--- src/rtl/ts_scurve_pkg.sv ---
// ts_scurve_pkg: FSM state encoding and default widths
// for the multi-channel s-curve threshold-scan engine.
package ts_scurve_pkg;

  localparam int N_CH_D       = 4;
  localparam int TH_W_D       = 10;
  localparam int ACC_W_D      = 12;
  localparam int NPUL_W_D     = 12;
  localparam int SETTLE_CYC_D = 16;
  localparam int WIN_CYC_D    = 8;

  typedef enum logic [2:0] {
    IDLE,
    SETTLE,
    INJ,
    WIN,
    REPORT,
    NEXT,
    DONE
  } state_e;

endpackage

--- src/rtl/ts_scurve_ch_acc.sv ---
// ts_scurve_ch_acc: per-channel edge detect, window hit flag and
// saturating counter; Th50 search built only with TS_SCURVE_TH50_EN.
module ts_scurve_ch_acc
  import ts_scurve_pkg::*;
#(
  parameter int TH_W   = TH_W_D,
  parameter int ACC_W  = ACC_W_D,
  parameter int NPUL_W = NPUL_W_D
) (
  input  logic              clk_i,
  input  logic              rst_i,
  input  logic              discri_i,
  input  logic              win_i,
  input  logic              win_last_i,
  input  logic              clr_i,
  input  logic              rpt_i,
  input  logic              start_i,
  input  logic [TH_W-1:0]   th_i,
  input  logic [NPUL_W-1:0] npul_i,
  output logic [ACC_W-1:0]  acc_o,
  output logic [TH_W-1:0]   th50_o,
  output logic              th50_v_o
);

  localparam logic [ACC_W-1:0] ACC_MAX = '1;

  logic             prev_q;
  logic             hit_q, hit_d;
  logic [ACC_W-1:0] acc_q, acc_d;
  logic             rise;

  assign rise = discri_i & ~prev_q;

  always_comb begin
    hit_d = hit_q;
    acc_d = acc_q;
    if (clr_i) begin
      hit_d = 1'b0;
      acc_d = '0;
    end else if (win_i) begin
      hit_d = hit_q | rise;
      if (win_last_i) begin
        if (hit_d && acc_q != ACC_MAX)
          acc_d = acc_q + 1'b1;
        hit_d = 1'b0;
      end
    end
  end

  always_ff @(posedge clk_i) begin
    if (rst_i) begin
      prev_q <= 1'b0;
      hit_q  <= 1'b0;
      acc_q  <= '0;
    end else begin
      prev_q <= discri_i;
      hit_q  <= hit_d;
      acc_q  <= acc_d;
    end
  end

  assign acc_o = acc_q;

`ifdef TS_SCURVE_TH50_EN
  localparam int CW = ACC_W + NPUL_W + 1;

  logic [CW-1:0]   dbl, npx;
  logic [TH_W-1:0] th50_q;
  logic            v_q;

  // acc_d already holds the final count of the step on REPORT entry
  assign dbl = CW'(acc_d) << 1;
  assign npx = CW'(npul_i);

  always_ff @(posedge clk_i) begin
    if (rst_i || start_i) begin
      th50_q <= '0;
      v_q    <= 1'b0;
    end else if (rpt_i && !v_q && dbl >= npx) begin
      th50_q <= th_i;
      v_q    <= 1'b1;
    end
  end

  assign th50_o   = th50_q;
  assign th50_v_o = v_q;
`else
  logic unused_th50;
  assign unused_th50 = ^{rpt_i, start_i, th_i, npul_i};
  assign th50_o      = '0;
  assign th50_v_o    = 1'b0;
`endif

endmodule

--- src/rtl/ts_scurve_mc.sv ---
// ts_scurve_mc: threshold-scan FSM, TH stepping and result port.
// Optional per-channel Th50 search: define TS_SCURVE_TH50_EN.
module ts_scurve_mc
  import ts_scurve_pkg::*;
#(
  parameter int N_CH       = N_CH_D,
  parameter int TH_W       = TH_W_D,
  parameter int ACC_W      = ACC_W_D,
  parameter int NPUL_W     = NPUL_W_D,
  parameter int SETTLE_CYC = SETTLE_CYC_D,
  parameter int WIN_CYC    = WIN_CYC_D
) (
  input  logic                   CLK,
  input  logic                   RST,
  input  logic                   Start,
  input  logic                   Abort,
  input  logic [TH_W-1:0]        ThStart,
  input  logic [TH_W-1:0]        ThStop,
  input  logic [TH_W-1:0]        ThStep,
  input  logic [NPUL_W-1:0]      NPulse,
  input  logic [N_CH-1:0]        DiscriPul,
  output logic [TH_W-1:0]        TH,
  output logic                   QinjPul,
  output logic                   ScanBusy,
  output logic                   ResValid,
  input  logic                   ResReady,
  output logic [TH_W-1:0]        ResTH,
  output logic [N_CH*ACC_W-1:0]  ResAcc,
  output logic                   Done,
  output logic [N_CH*TH_W-1:0]   Th50,
  output logic [N_CH-1:0]        Th50Valid
);

  localparam int CYC_MAX = (SETTLE_CYC > WIN_CYC) ? SETTLE_CYC : WIN_CYC;
  localparam int CYC_W   = $clog2(CYC_MAX) + 1;
  localparam logic [CYC_W-1:0] SET_LAST = CYC_W'(SETTLE_CYC - 1);
  localparam logic [CYC_W-1:0] WIN_LAST = CYC_W'(WIN_CYC - 1);

  state_e            state_q;
  logic [TH_W-1:0]   th_q, stop_q, step_q;
  logic [NPUL_W-1:0] npul_q, pcnt_q;
  logic [CYC_W-1:0]  cyc_q;
  logic              qinj_q, busy_q, rv_q, done_q;
  logic [TH_W:0]     sum_d;
  logic              start_ok, settle_end, win_act, win_end;
  logic              more, over, ent_settle, ent_rpt;

  assign start_ok   = state_q == IDLE && Start && !Abort;
  assign settle_end = state_q == SETTLE && cyc_q == SET_LAST;
  assign win_act    = state_q == WIN;
  assign win_end    = win_act && cyc_q == WIN_LAST;
  assign more       = pcnt_q < npul_q;
  assign sum_d      = {1'b0, th_q} + {1'b0, step_q};
  assign over       = sum_d[TH_W] || sum_d > {1'b0, stop_q};
  assign ent_settle = start_ok || (state_q == NEXT && !over && !Abort);
  assign ent_rpt    = !Abort &&
                      ((settle_end && npul_q == '0) || (win_end && !more));

  always_ff @(posedge CLK) begin
    if (RST) begin
      state_q <= IDLE;
      th_q    <= '0;
      stop_q  <= '0;
      step_q  <= '0;
      npul_q  <= '0;
      pcnt_q  <= '0;
      cyc_q   <= '0;
      qinj_q  <= 1'b0;
      busy_q  <= 1'b0;
      rv_q    <= 1'b0;
      done_q  <= 1'b0;
    end else if (Abort) begin
      state_q <= IDLE;
      qinj_q  <= 1'b0;
      busy_q  <= 1'b0;
      rv_q    <= 1'b0;
      done_q  <= 1'b0;
    end else begin
      qinj_q <= 1'b0;
      done_q <= 1'b0;
      unique case (state_q)
        IDLE: if (start_ok) begin
          th_q    <= ThStart;
          stop_q  <= ThStop;
          step_q  <= (ThStep == '0) ? TH_W'(1) : ThStep;
          npul_q  <= NPulse;
          cyc_q   <= '0;
          pcnt_q  <= '0;
          busy_q  <= 1'b1;
          state_q <= SETTLE;
        end
        SETTLE: begin
          cyc_q <= cyc_q + 1'b1;
          if (settle_end) begin
            cyc_q <= '0;
            if (npul_q == '0) begin
              rv_q    <= 1'b1;
              state_q <= REPORT;
            end else begin
              qinj_q  <= 1'b1;
              pcnt_q  <= pcnt_q + 1'b1;
              state_q <= INJ;
            end
          end
        end
        INJ: begin
          cyc_q   <= '0;
          state_q <= WIN;
        end
        WIN: begin
          cyc_q <= cyc_q + 1'b1;
          if (win_end) begin
            cyc_q <= '0;
            if (more) begin
              qinj_q  <= 1'b1;
              pcnt_q  <= pcnt_q + 1'b1;
              state_q <= INJ;
            end else begin
              rv_q    <= 1'b1;
              state_q <= REPORT;
            end
          end
        end
        REPORT: if (ResReady) begin
          rv_q    <= 1'b0;
          state_q <= NEXT;
        end
        NEXT: if (over) begin
          done_q  <= 1'b1;
          state_q <= DONE;
        end else begin
          th_q    <= sum_d[TH_W-1:0];
          cyc_q   <= '0;
          pcnt_q  <= '0;
          state_q <= SETTLE;
        end
        DONE: begin
          busy_q  <= 1'b0;
          state_q <= IDLE;
        end
        default: state_q <= IDLE;
      endcase
    end
  end

  for (genvar i = 0; i < N_CH; i++) begin : g_ch
    ts_scurve_ch_acc #(
      .TH_W   (TH_W),
      .ACC_W  (ACC_W),
      .NPUL_W (NPUL_W)
    ) u_acc (
      .clk_i      (CLK),
      .rst_i      (RST),
      .discri_i   (DiscriPul[i]),
      .win_i      (win_act),
      .win_last_i (win_end),
      .clr_i      (ent_settle),
      .rpt_i      (ent_rpt),
      .start_i    (start_ok),
      .th_i       (th_q),
      .npul_i     (npul_q),
      .acc_o      (ResAcc[i*ACC_W +: ACC_W]),
      .th50_o     (Th50[i*TH_W +: TH_W]),
      .th50_v_o   (Th50Valid[i])
    );
  end

  assign TH       = th_q;
  assign QinjPul  = qinj_q;
  assign ScanBusy = busy_q;
  assign ResValid = rv_q;
  assign ResTH    = th_q;
  assign Done     = done_q;

endmodule

--- config.mk ---
export PLATFORM = sky130hd
export DESIGN_NAME = ts_scurve_mc
export DESIGN_NICKNAME = d
export VERILOG_FILES = /design/src/rtl/ts_scurve_pkg.sv /design/src/rtl/ts_scurve_ch_acc.sv /design/src/rtl/ts_scurve_mc.sv
export SDC_FILE = /design/constraint.sdc
export NUM_CORES = 1
export LEC_CHECK = 0
export ABC_AREA = 0
export BUFFER_PORTS_ARGS = -buffer_cell sky130_fd_sc_hd__buf_2
export CAP_MARGIN = 20
export CELL_PAD_IN_SITES_DETAIL_PLACEMENT = 1
export CELL_PAD_IN_SITES_GLOBAL_PLACEMENT = 1
export CORE_ASPECT_RATIO = 1.1
export CORE_UTILIZATION = 42
export DETAILED_ROUTE_END_ITERATION = 8
export PLACE_DENSITY_LB_ADDON = 0.1
export SLEW_MARGIN = 0
export SYNTH_ARGS = -nofsm -noshare
export SYNTH_HDL_FRONTEND = slang
export SYNTH_SLANG_ARGS = --single-unit
--- constraint.sdc ---
create_clock -name CLK -period 6.3 [get_ports CLK]
set_clock_uncertainty 0.2 [all_clocks]
set_input_delay 0.315 -clock CLK [delete_from_list [all_inputs] [get_ports CLK]]
set_output_delay 0.315 -clock CLK [all_outputs]
set_load 0.02 [all_outputs]
After elaboration in Yosys (flattened, before gate mapping)
Cells that the tools add are included.
{"block": "op_classes", "addsub": 7, "magnitude_cmp": 2, "eq_ne": 21, "muxes": 42, "bitwise_logic": 14, "n_reduce_logical": 36}
{"op": "$mux W12", "n": 6}
{"op": "$add A12 B1 Y12 const B", "n": 5}
{"op": "$ne A12 B12 Y1 const B", "n": 4}
{"op": "$pmux W12 S4", "n": 1}
{"op": "$mux W10", "n": 3}
{"op": "$pmux W5 S5", "n": 1}
{"op": "$mux W3", "n": 7}
{"op": "$mux W5", "n": 4}
{"op": "$pmux W10 S2", "n": 1}
{"op": "$pmux W3 S6", "n": 1}
{"op": "$mux W1", "n": 15}
{"op": "$reduce_and A3 Y1", "n": 5}
{"op": "$logic_not A12 Y1", "n": 1}
{"op": "$lt A12 B12 Y1", "n": 1}
{"op": "$ne A2 B2 Y1 const B", "n": 6}
{"op": "$reduce_and A4 Y1", "n": 3}
{"op": "$add A10 B10 Y11", "n": 1}
{"op": "$gt A11 B10 Y1", "n": 1}
{"op": "$logic_and A1 B1 Y1", "n": 10}
{"op": "$logic_not A10 Y1", "n": 1}
{"op": "$eq A3 B3 Y1 const B", "n": 3}
{"op": "$reduce_and A8 Y1", "n": 1}
{"op": "$eq A3 B2 Y1 const B", "n": 2}
{"op": "$ne A2 B1 Y1 const B", "n": 3}
{"op": "other kinds (20)", "n": 36}
{"block": "totals", "register_bits": 122, "output_inout_bits": 116, "word_cells": 145}

Longest topological paths before layout
{"block": "logic_depth", "depth_word": 8, "mapped_depth": 16}

Modules after synthesis
From an unflattened synthesis, not the netlist that was laid out.
{"block": "hier_totals", "hier_cells": 892, "hier_area_um2": 7438.4}
{"module": "ts_scurve_mc", "instances": 1, "cells_each": 500, "area_per_inst_um2": 3930.0, "seq_area_each_um2": 1321.3}
{"module": "ts_scurve_ch_acc", "instances": 4, "cells_each": 98, "area_per_inst_um2": 877.1, "seq_area_each_um2": 280.3}

Least setup slack after synthesis
Ideal clock, no wire load.
{"block": "synth_path", "path_kind": "reg2reg", "from": "register th_q[0] (netlist: ResTH[0])", "to": "register pcnt_q[4]", "setup_ps": 70, "arrival_ps": 3442, "required_ps": 6030, "path_slack_ps": 2587, "path_stages_with_launch": 15, "n_path_buf": 0, "synth_period_minus_slack_ps": 3713, "path_cell_list": "dfxtp_1 -> ha_1 -> fa_1 -> a211oi_1 -> o21bai_1 -> a31oi_1 -> xnor2_1 -> ha_1 -> a21o_1 -> a21oi_1 -> o21a_1 -> a31o_4 -> nand4_4 -> or4b_1 -> a21oi_1"}
{"block": "synth_between", "elab_chain_cells": 5}
{"item": "start: declaration", "line_no": "ts_scurve_mc.sv:40", "rtl": "logic [TH_W-1:0] th_q, stop_q, step_q;"}
{"item": "start signal: assignment", "line_no": "ts_scurve_mc.sv:83", "rtl": "th_q <= ThStart;"}
{"item": "start signal: assignment", "line_no": "ts_scurve_mc.sv:132", "rtl": "th_q <= sum_d[TH_W-1:0];"}
{"item": "$add A10 B10 Y11 (*)", "line_no": "ts_scurve_mc.sv:53", "rtl": "assign sum_d = {1'b0, th_q} + {1'b0, step_q};"}
{"item": "$gt A11 B10 Y1", "line_no": "ts_scurve_mc.sv:54", "rtl": "assign over = sum_d[TH_W] || sum_d > {1'b0, stop_q};"}
{"item": "$logic_or A1 B1 Y1 (*)", "line_no": "ts_scurve_mc.sv:54"}
{"item": "$ne A2 B2 Y1 (no source line) (*)"}
{"item": "$reduce_and A8 Y1 (no source line) (*)"}
{"item": "end signal: assignment", "line_no": "ts_scurve_mc.sv:101", "rtl": "pcnt_q <= pcnt_q + 1'b1;"}
{"item": "end signal: assignment", "line_no": "ts_scurve_mc.sv:116", "rtl": "pcnt_q <= pcnt_q + 1'b1;"}
{"item": "end: declaration", "line_no": "ts_scurve_mc.sv:41", "rtl": "logic [NPUL_W-1:0] npul_q, pcnt_q;"}
Every way passes the cells marked *; elsewhere a longest branch is shown, timed or not.
A chain may end at the register's enable or synchronous reset.

Worst setup path in the final report
{"block": "layout_path", "from": "register th_q[0] (netlist: ResTH[0])", "to": "register g_ch[1].u_acc.hit_q"}
{"block": "layout_between", "elab_chain_cells": 8}
{"item": "$add A10 B10 Y11 (*)", "line_no": "ts_scurve_mc.sv:53"}
{"item": "$gt A11 B10 Y1", "line_no": "ts_scurve_mc.sv:54"}
{"item": "$logic_or A1 B1 Y1 (*)", "line_no": "ts_scurve_mc.sv:54"}
{"item": "$logic_not A1 Y1 (*)", "line_no": "ts_scurve_mc.sv:55", "rtl": "assign ent_settle = start_ok || (state_q == NEXT && !over && !Abort);"}
{"item": "$logic_and A1 B1 Y1 (*) (2 in a row)", "line_no": "ts_scurve_mc.sv:55"}
{"item": "$logic_or A1 B1 Y1 (*)", "line_no": "ts_scurve_mc.sv:55"}
{"item": "$reduce_or A2 Y1 (no source line) (*)"}
{"item": "end signal: assignment", "line_no": "ts_scurve_ch_acc.sv:57", "rtl": "hit_q <= hit_d;"}
{"item": "end: declaration", "line_no": "ts_scurve_ch_acc.sv:28", "rtl": "logic hit_q, hit_d;"}
Marks and branches as above.

==> metrics <==
Root Buffer=clkbuf_16; IO Port Bufs=122; TritonCTS clock tree=yes; Switch Pwr=513 uW; CP Capture Type=flop; Final setup viols=0; area of the core=0.0157 mm^2; Final Hold Viols=0; initial antenna violation count=0; Post-synth EDFFs=0; setup_tns=0 ns; Max Slew Vio Count=0; worst-margin pin slew=1.04 ns; post-cts sizing count=0; top_reg_cell synth=dfxtp_1; Ant. Diodes=0; f_max=217 MHz; global route total overflow=0; PD cells=241 mW/mm^2; 1st-pass router iterations=5; Starting Density=42.8%; Clk pwr share=47.0%; Peak supply drop=0.151 mV; Yosys top cell by area=dfxtp_1; DP Area=0.00722 mm^2; Static Leak=0.00347 uW; DR WL/cell=15.9 um; Clock Sinks=122; RSZ-0062 raised after global routing=no; max-cap check violation count=0; GRT Overall Usage=23.7%; largest net degree at the start of global routing=71; layout cells sized above 1=18.0%; synthesized area=0.00670 mm^2; CP Max Fanout=52; post-synth cell types=62; post-DR vias/cell=5.18; Skew-Pair Late Insertion Delay=0.42 ns; vias in the first global route=6378; status=finished clean; iteration-0 DRC count of the detailed router=181; htree depth=4; clock-pin slew on the worst setup and hold paths=0.05 ns; P_int=1470 uW; Die H=135 um; combinational share of power=12.5%; first-pass GRT wire length=30900 um; post-synthesis sequential area ratio=36.4%; via count=6052; Synth-to-Final Area Change=23.1%; nets@finish=1047; final worst path period need=4.61 ns; Post-synth ARST share=0%; top post-synthesis cells by area=dfxtp_1 (36%), ha_1 (7.1%), nand2_1 (6.4%); CTS max path bufs=2; cell count after placement=1093; R2R Setup Slk=1.69 ns; # rows=48; # Post-CTS Setup Buffers=0; drt drc=0; Rel. slew slack=31.0%; die area=0.0165 mm^2; Crit path required time=6.36 ns; ANT nets after route=0; # IOs=167; Yosys warning total=0; Seq cells post-synth=122; Hold/Removal Path Class=input port to flop; top cell type's share of synthesized area=36.4%; Sw Ratio=25.8%; fillers=1929; fin cells=1169; Arrival @ worst endpoint=4.67 ns; synthesized instance count=809; chip width=122 um; number of buffers created by CTS=17; Reg power frac=40.5%; synthesized area per cell=8.29 um^2; GP Congestion=0.808; period utilization=73.2%; routed wire length=18500 um; Finished Cell Area=0.00825 mm^2; Critical Path Start Type=flop; DP Wirelength=12900 um; Setup CP Type=flop to flop
==> Yosys cell counts (2+ instances only) <==
library cell  instances
dfxtp_1             122
nand2_1             115
nor2_1               81
a21oi_1              64
buf_4                55
ha_1                 38
inv_1                30
xor2_1               28
xnor2_1              24
o21ai_0              22
nand4_1              19
nor2b_1              19
nand3_1              18
clkbuf_1             17
nor3_1               12
buf_2                11
and3_1               10
mux2i_1              10
a311oi_1              8
and2_1                7
or3_1                 7
a211oi_1              6
o211ai_1              6
a41oi_1               5
nand2b_1              5
nor4_1                5
o21bai_1              5
or4_1                 5
a21o_1                4
and3b_1               4
nor3b_1               4
o31ai_1               4
or2_2                 4
a31oi_1               3
a41oi_2               3
a21boi_0              2
and4_1                2
==> layer usage <==
layer  wire, um  GRT usage, %
met4        312          9.08
met3        639          4.60
met1       7930          26.9
met2       9660          43.0
met5          0             0
==> worst max-delay path: stages, from the launching register on <==
cell and delay [ns]:
dfxtp_1 0.33, ha_1 0.24, fa_1 0.44, a211oi_1 0.31, o21bai_1 0.16, a31oi_1 0.23, xnor2_1 0.18, ha_1 0.28
a21o_1 0.18, a21oi_1 0.14, o21a_1 0.17, nand3_1 0.11, o31ai_2 0.19, buf_4 0.27, or2_2 0.84, nor3_1 0.15
==> cells by family (layout without fill, tap and decap cells) <==
logic type / Yosys count / in the layout / synth area share, %
DFF: 122 / 122 / 36.4
adders and majority gates: 39 / 39 / 7.39
muxes: 10 / 10 / 1.49
buffers and inverters: 114 / 231 / 9.78
AOI/OAI and AO/OA: 146 / 146 / 14.6
xor gates and xnor gates: 52 / 52 / 6.79
other: 1 / 44 / 0.0559
and+or+nand+nor: 325 / 325 / 23.4
==> final timing paths <==
| kind | startpoint | end | cells after the start |
|---|---|---|---|
| setup / recovery | ResTH[0] | g_ch[1].u_acc.hit_q | 15 |
| hold / removal | ThStart[5] | ResTH[5] | 3 |
| setup reg to reg | ResTH[0] | g_ch[1].u_acc.hit_q | 15 |
| hold reg to reg | step_q[4] | step_q[4] | 2 |
==> state kept, by name, indices dropped and copies added (netlist names), 3 cells and up <==
name and count:
g_ch.u_acc.hit_q 4, stop_q 10, cyc_q 5, g_ch.u_acc.acc_o 48
g_ch.u_acc.prev_q 4, ResTH 10, step_q 10, state_q 3
pcnt_q 12, npul_q 12
==> timing repair <==
| item | in CTS | in global routing |
|---|---|---|
| hold endpoints to repair | 45 | 0 |
| setup endpoints to repair | 0 | 0 |
| hold buffers | 44 | 0 |
==> power groups by stage <==
stage / sequential (uW) / combinational (uW) / clock, uW
after global routing: 807 / 277 / 983
after CTS: 805 / 246 / 952
after detailed placement: 821 / 222 / 0
after floorplan: 822 / 182 / 0
final: 805 / 248 / 933
after global placement: 820 / 215 / 0
==> metrics by stage <==
stage          setup WS, ns  hold slack [ns]  power [uW]  utilization [%]
2_1_floorplan          2.59            0.194        1000                -
3_3_place_gp           1.85            0.244        1030             46.0
3_5_place_dp           1.70            0.252        1040             46.0
4_1_cts                1.65           0.0563        2000             52.5
5_1_grt                1.31           0.0800        2070             52.6
6_report               1.69           0.0734        1990             52.6
==> cell type report <==
cell class                      instances  area (um^2)  area share (%)
Clock inverter                          7         65.1           0.788
Timing Repair Buffer                  170         1100            13.3
Sequential cell                       122         2440            29.6
Multi-Input combinational cell        616         3780            45.8
Tap cell                              200          250            3.03
Inverter                               30          113            1.36
Clock buffer                           24          502            6.08
==> cells in the final DEF (no fill, tap or decap), drive strengths merged, types with 12 or more instances in the layout <==
cell,netlist,routed
inv,30,30
ha,38,38
xnor2,24,24
clkbuf,17,24
buf,67,126
o21ai,22,22
nor2b,19,19
nand3,19,19
a21oi,64,64
nand4,20,20
dlygate4sd3,0,44
nor2,81,81
dfxtp,122,122
conb,1,44
xor2,28,28
nor3,12,12
nand2,115,115
No activity file was read; power rests on OpenSTA's default activity.
